**src/rtl/fifo_pkg.sv**
```systemverilog
`default_nettype none
// ============================================================================
// Module      : fifo_pkg
// Description : Shared constants and helpers for the single-clock FIFO family.
// Revision    : 1.0 - initial release
// ============================================================================
package fifo_pkg;

    localparam int c_DEF_ADD  = 3;
    localparam int c_DEF_DATA = 8;

    // Read-mode selector values for the FWFT parameter
    localparam logic c_MODE_STD  = 1'b0;
    localparam logic c_MODE_FWFT = 1'b1;

    function automatic int depth(input int add);
        return 1 << add;
    endfunction

endpackage
`default_nettype wire

```
**src/rtl/fifo_mem.sv**
```systemverilog
`default_nettype none
// ============================================================================
// Module      : fifo_mem
// Description : 2^ADD x DATA register array, synchronous write, async read.
// Revision    : 1.0 - initial release
// ============================================================================
module fifo_mem
    import fifo_pkg::*;
#(
    parameter int ADD  = c_DEF_ADD,
    parameter int DATA = c_DEF_DATA
) (
    input  logic            clk,
    input  logic            we,
    input  logic [ADD-1:0]  waddr,
    input  logic [DATA-1:0] wdata,
    input  logic [ADD-1:0]  raddr,
    output logic [DATA-1:0] rdata
);

    logic [DATA-1:0] r_mem [0:depth(ADD)-1];

    // Contents are deliberately left unreset; control logic never exposes stale words
    always_ff @(posedge clk) begin
        if (we) begin
            r_mem[waddr] <= wdata;
        end
    end

    assign rdata = r_mem[raddr];

endmodule
`default_nettype wire

```
**src/rtl/sync_fifo_flags.sv**
```systemverilog
`default_nettype none
// ============================================================================
// Module      : sync_fifo_flags
// Description : Single-clock FIFO with count, threshold flags, sticky errors
//               and selectable standard / first-word-fall-through read.
// Revision    : 1.0 - initial release
// ============================================================================
module sync_fifo_flags
    import fifo_pkg::*;
#(
    parameter int ADD    = c_DEF_ADD,
    parameter int DATA   = c_DEF_DATA,
    parameter int AF_LVL = 6,
    parameter int AE_LVL = 1,
    parameter int FWFT   = 0
) (
    input  logic            clk,
    input  logic            rst,
    input  logic            w_en,
    input  logic [DATA-1:0] wdata,
    input  logic            r_en,
    output logic [DATA-1:0] rdata,
    output logic            full,
    output logic            empty,
    output logic            almost_full,
    output logic            almost_empty,
    output logic [ADD:0]    count,
    output logic            overflow,
    output logic            underflow,
    input  logic            clr_err
);

    localparam logic [ADD:0] c_DEPTH = (ADD+1)'(depth(ADD));
    localparam logic [ADD:0] c_AF    = (ADD+1)'(AF_LVL);
    localparam logic [ADD:0] c_AE    = (ADD+1)'(AE_LVL);

    logic [ADD-1:0]  r_wptr;
    logic [ADD-1:0]  r_rptr;
    logic [ADD:0]    r_count;
    logic            r_overflow;
    logic            r_underflow;
    logic            w_wr_acc;
    logic            w_rd_acc;
    logic [DATA-1:0] w_mem_rdata;

    // Flags decode from the registered count only, so they never glitch
    assign full         = (r_count == c_DEPTH);
    assign empty        = (r_count == '0);
    assign almost_full  = (r_count >= c_AF);
    assign almost_empty = (r_count <= c_AE);
    assign count        = r_count;
    assign overflow     = r_overflow;
    assign underflow    = r_underflow;

    assign w_wr_acc = w_en && !full;
    assign w_rd_acc = r_en && !empty;

    fifo_mem #(
        .ADD  (ADD),
        .DATA (DATA)
    ) u_mem (
        .clk   (clk),
        .we    (w_wr_acc),
        .waddr (r_wptr),
        .wdata (wdata),
        .raddr (r_rptr),
        .rdata (w_mem_rdata)
    );

    always_ff @(posedge clk or negedge rst) begin
        if (!rst) begin
            r_wptr      <= '0;
            r_rptr      <= '0;
            r_count     <= '0;
            r_overflow  <= 1'b0;
            r_underflow <= 1'b0;
        end else begin
            if (w_wr_acc) begin
                r_wptr <= r_wptr + 1'b1;
            end
            if (w_rd_acc) begin
                r_rptr <= r_rptr + 1'b1;
            end
            case ({w_wr_acc, w_rd_acc})
                2'b10:   r_count <= r_count + 1'b1;
                2'b01:   r_count <= r_count - 1'b1;
                default: r_count <= r_count;
            endcase
            // A new error event in the same cycle as clr_err keeps the flag set
            if (w_en && full) begin
                r_overflow <= 1'b1;
            end else if (clr_err) begin
                r_overflow <= 1'b0;
            end
            if (r_en && empty) begin
                r_underflow <= 1'b1;
            end else if (clr_err) begin
                r_underflow <= 1'b0;
            end
        end
    end

    generate
        if (FWFT == int'(c_MODE_FWFT)) begin : g_fwft
            // Forced to zero while empty so reset and drained states show no old data
            assign rdata = empty ? '0 : w_mem_rdata;
        end else begin : g_std
            logic [DATA-1:0] r_rdata;
            always_ff @(posedge clk or negedge rst) begin
                if (!rst) begin
                    r_rdata <= '0;
                end else if (w_rd_acc) begin
                    r_rdata <= w_mem_rdata;
                end
            end
            assign rdata = r_rdata;
        end
    endgenerate

endmodule
`default_nettype wire

```
**config.mk**
```make
export PLATFORM = sky130hd
export DESIGN_NAME = sync_fifo_flags
export DESIGN_NICKNAME = d
export VERILOG_FILES = /design/src/rtl/fifo_pkg.sv /design/src/rtl/fifo_mem.sv /design/src/rtl/sync_fifo_flags.sv
export SDC_FILE = /design/constraint.sdc
export NUM_CORES = 1
export LEC_CHECK = 0
export ABC_AREA = 1
export BUFFER_PORTS_ARGS = -buffer_cell sky130_fd_sc_hd__buf_2
export CAP_MARGIN = 15
export CELL_PAD_IN_SITES_DETAIL_PLACEMENT = 2
export CELL_PAD_IN_SITES_GLOBAL_PLACEMENT = 2
export CORE_MARGIN = 3
export CORE_UTILIZATION = 41
export CTS_CLUSTER_SIZE = 24
export DETAILED_ROUTE_END_ITERATION = 8
export HOLD_SLACK_MARGIN = 0.1
export PLACE_DENSITY_LB_ADDON = 0.15
export SYNTH_ARGS = -nofsm -noshare
export SYNTH_HDL_FRONTEND = slang
export SYNTH_HIERARCHICAL = 1
export SYNTH_SLANG_ARGS = --single-unit
```
**constraint.sdc**
```tcl
create_clock -name clk -period 2.9 [get_ports clk]
set_clock_uncertainty 0.1 [all_clocks]
set_input_delay 0.87 -clock clk [delete_from_list [all_inputs] [get_ports clk]]
set_output_delay 0.87 -clock clk [all_outputs]
set_load 0.02 [all_outputs]
```
; Word-level counts from Yosys, hierarchy flattened
; Memories as Yosys holds them, arrays and structs flattened. A register that Yosys moved wholly into a read port is not among the register bits.
; Cells that the tools add are included.
[totals]
ff_bits = 12
out_inout_bits = 18
elab_cells = 32
mem_bits_rw = 64
mem_count = 1
[mem_list]
columns = name, words, width, rd, rd_ports_with_merged_regs, wr, line_no
row1 = u_mem.r_mem, 8, 8, 1, 1, 1, fifo_mem.sv:21  ; logic [DATA-1:0] r_mem [0:depth(ADD)-1];
[classes]
magnitude_cmp = 2
mux = 6
n_eq_ne = 3
n_reduce_logical = 11
add_sub_neg = 4
[ops]
columns = op, n
row1 = $pmux 4 s2, 1
row2 = $add 3x1->3 const B, 2
row3 = $reduce_bool 2->1, 3
row4 = $mux 1, 5
row5 = $add 4x1->4 const B, 1
row6 = $eq 4x4->1 const B, 1
row7 = $ge 4x3->1 const B, 1
row8 = $le 4x1->1 const B, 1
row9 = $logic_and 1x1->1, 4
row10 = $logic_not 4->1, 1
row11 = $sub 4x1->4 const B, 1
row12 = $logic_not 1->1, 3
row13 = $eq 2x1->1 const B, 1
row14 = $eq 2x2->1 const B, 1

; Depth between registers and ports, before layout
[depth]
depth_word = 5
mapped_depth = 13
mapped_depth_nobuf = 13

; Cells and area by module
; The synthesis kept the hierarchy.
[by_module_without_submodules]
columns = mod, seq_area_each_um2, cells_per_inst, area_per_inst_um2, instances
row1 = fifo_mem, 1921.8, 295, 2890.3, 1
row2 = sync_fifo_flags, 500.5, 113, 1007.2, 1

; Worst setup path before layout
; Ideal clock, no wire load.
[synth_timing]
path_type = flip-flop to output port
from = register r_count[0] (netlist: count[0])
to = output port almost_full
required_ps = 1930
stages_incl_launch_ff = 5
t_arrival_ps = 1284
path_slack_ps = 646
path_cell_list = dfrtp_1 -> inv_1 -> ha_1 -> nor2_1 -> o21ai_0
[synth_between]
elab_chain_len = 1
[synth_rtl]
columns = item, line_no
row1 = "start, declared", sync_fifo_flags.sv:39  ; logic [ADD:0] r_count;
row2 = "start signal, assigned", sync_fifo_flags.sv:85  ; 2'b10: r_count <= r_count + 1'b1;
row3 = "start signal, assigned", sync_fifo_flags.sv:86  ; 2'b01: r_count <= r_count - 1'b1;
row4 = "start signal, assigned", sync_fifo_flags.sv:87  ; default: r_count <= r_count;
row5 = $ge 4x3->1, sync_fifo_flags.sv:49  ; assign almost_full = (r_count >= c_AF);
row6 = "end, declared", sync_fifo_flags.sv:25  ; output logic almost_full,
; No other way between the ends.

; Worst setup path in the final report
[layout_timing]
from = register r_count[1] (netlist: count[1])
to = output port full
[layout_between]
elab_chain_len = 1
[layout_rtl]
columns = item, line_no
row1 = $eq 4x4->1, sync_fifo_flags.sv:47  ; assign full = (r_count == c_DEPTH);
row2 = "end, declared", sync_fifo_flags.sv:23  ; output logic full,
; No other way between the ends.

==> results.sh <==
export IMPL_fp_dieW_microns=104
export IMPL_drcViolationCount=0
export IMPL_initial_core_util_pct=43.4
export IMPL_tightest_slew_ns=0.480
export IMPL_drive_above_1_share_pct=15.0
export IMPL_hold_path_class="input port to asynchronous set/reset pin"
export IMPL_grt_pass1_wl_microns=16200
export IMPL_vias=2756
export IMPL_firstDrtPassIters=4
export IMPL_vias_per_cell=4.76
export IMPL_start_kind="flip-flop"
export IMPL_clk_latency_ns=0.36
export IMPL_ys_seq_elements=84
export IMPL_syn_area_per_cell_sq_um=9.55
export IMPL_slew_violations=0
export IMPL_grt_usage_pct=19.6
export IMPL_setup_violations=0
export IMPL_vdd_drop_max_mv=0.399
export IMPL_fp_row_count=34
export IMPL_final_core_util_pct=48.4
export IMPL_seq_area_frac_synth_pct=62.2
export IMPL_io_pins=31
export IMPL_slew_headroom_pct=68.0
export IMPL_rsz0062_at_grt="no"
export IMPL_clock_sinks=84
export IMPL_dieHeight_microns=104
export IMPL_coreArea_sq_um=8980
export IMPL_worst_ep_required_time_ns=1.93
export IMPL_period_needed_ns=2.52
export IMPL_setup_ws_ns=0.377
export IMPL_grt_pass1_vias=3061
export IMPL_fmax_ghz=0.396
export IMPL_wl_per_cell_microns=17.1
export IMPL_synthCells=408
export IMPL_syn_nets=428
export IMPL_port_buffers=30
export IMPL_drtIter0Drc=105
export IMPL_overflow=0
export IMPL_cts_repair_resize_count=0
export IMPL_p_per_area_nw_per_um2=980
export IMPL_tns_ns=0
export IMPL_hold_violations=0
export IMPL_post_dp_hpwl_microns=6700
export IMPL_h_tree_depth=3
export IMPL_holdWs_ns=0.346
export IMPL_antenna_found_initial=0
export IMPL_crit_arrival_ns=1.55
export IMPL_stdcell_area_sq_um=4340
export IMPL_nets=468
export IMPL_post_route_period_util_pct=87.0
export IMPL_drv_cap=0
export IMPL_fillers=991
export IMPL_tritoncts="done"
export IMPL_fin_cells=579
export IMPL_placedCellCount=563
export IMPL_grt_max_degree=36
export IMPL_cts_clk_slew_worst_paths_ns=0.09
export IMPL_n_antenna_cell=0
export IMPL_netlist_cell_type_count=21
export IMPL_finalWirelength_microns=9890
export IMPL_crit_path_end_kind="output port"
export IMPL_ant_nets=0
export IMPL_cts_buffer_depth=2
export IMPL_cts_root_buf="clkbuf_8"
export IMPL_cp_max_fo=7
export IMPL_cts_buffers=9
export IMPL_ys_warn_count=6
export IMPL_status="complete, no violations"
export IMPL_syn_area_sq_um=3900
export IMPL_post_cts_buffers=0
export IMPL_syn2layout_area_growth_pct=11.4
export IMPL_place_ws_ns=0.561
export IMPL_crit_type="flip-flop to output port"
export IMPL_gp_congestion=0.759
export IMPL_hold_buffers=0
export IMPL_dieArea_sq_um=10700
export IMPL_finalPower_mw=4.25
export IMPL_power_leakage_nw=2.13
export IMPL_place_area_sq_um=4170
[where the power goes]
| part | internal (mW) | switching [mW] | leakage, nW |
|---|---|---|---|
| Sequential | 1.56 | 0.148 | 0.826 |
| Clock | 0.314 | 0.445 | 0.0853 |
| Combinational | 0.546 | 1.24 | 1.22 |
| Total | 2.42 | 1.83 | 2.13 |
[logic make-up after synthesis]
kind of cell             share of synthesized area, %
XOR/XNOR                                         1.57
flip-flops                                       62.2
AND/OR/NAND/NOR                                  21.7
adder cells (fa/ha/maj)                          2.25
AO/OA/AOI/OAI                                   0.867
buffers and inverters                            11.4
[cells in the mapped netlist (all sizes together)]
cell	number	area, sq um
inv	86	325
nand2	160	626
nand3	35	175
edfxtp	64	1920
xor2	1	8.76
dfrtp	20	500
nor2	10	40.0
o21ai	6	33.8
buf	12	120
nand4	1	6.26
xnor2	6	52.6
ha	7	87.6
[flip-flops by register name, indices dropped and copies added (netlist names)]
register     cells
rdata            8
u_mem/r_mem     64
r_rptr           3
r_wptr           3
overflow         1
count            4
underflow        1
[metal layers]
layer / track usage (%) / wire length, microns
met5: 0 / 0
met4: 5.51 / 110
met3: 4.10 / 334
met2: 35.4 / 5230
met1: 23.6 / 4220
[critical path, cell delays in order, from the launching register on]
cell and delay (ns):
dfrtp_1 0.46, inv_1 0.13, ha_1 0.21, nand3_1 0.12
inv_1 0.09, buf_2 0.16
[layout by cell type (no fill, tap or decap), types with 9 or more instances in the layout]
master,synthesis,final
buf_4,3,11
clkbuf_8,0,9
buf_2,2,30
nand2_1,152,152
nand3_1,35,35
nor2_1,9,9
inv_1,83,83
dfrtp_1,20,20
edfxtp_1,64,64
[final cells by class]
class	instances	area, sq um	area share (%)
clock buffers	9	124	2.85
clock inverters	7	50.0	1.15
inverters	86	325	7.49
flip-flops and latches	84	2420	55.8
well taps	126	158	3.63
repair buffers	41	233	5.36
multi-input cells	226	1030	23.7
[path summary, 6_finish.rpt]
check | cells past startpoint | from | to | slack, ns
max | 5 | count[1]$_DFFE_PN0P_ | full | 0.38
min | 1 | rst | overflow$_DFFE_PN0P_ | 0.35
max reg2reg | 13 | count[0]$_DFFE_PN0P_ | count[3]$_DFFE_PN0P_ | 0.60
min reg2reg | 2 | rdata[3]$_DFFE_PN0P_ | rdata[3]$_DFFE_PN0P_ | 0.39
max in group asynchronous | 1 | rst | count[3]$_DFFE_PN0P_ | 2.00
min in group clk | 2 | rdata[3]$_DFFE_PN0P_ | rdata[3]$_DFFE_PN0P_ | 0.39
(Power assumes the default switching activity.)
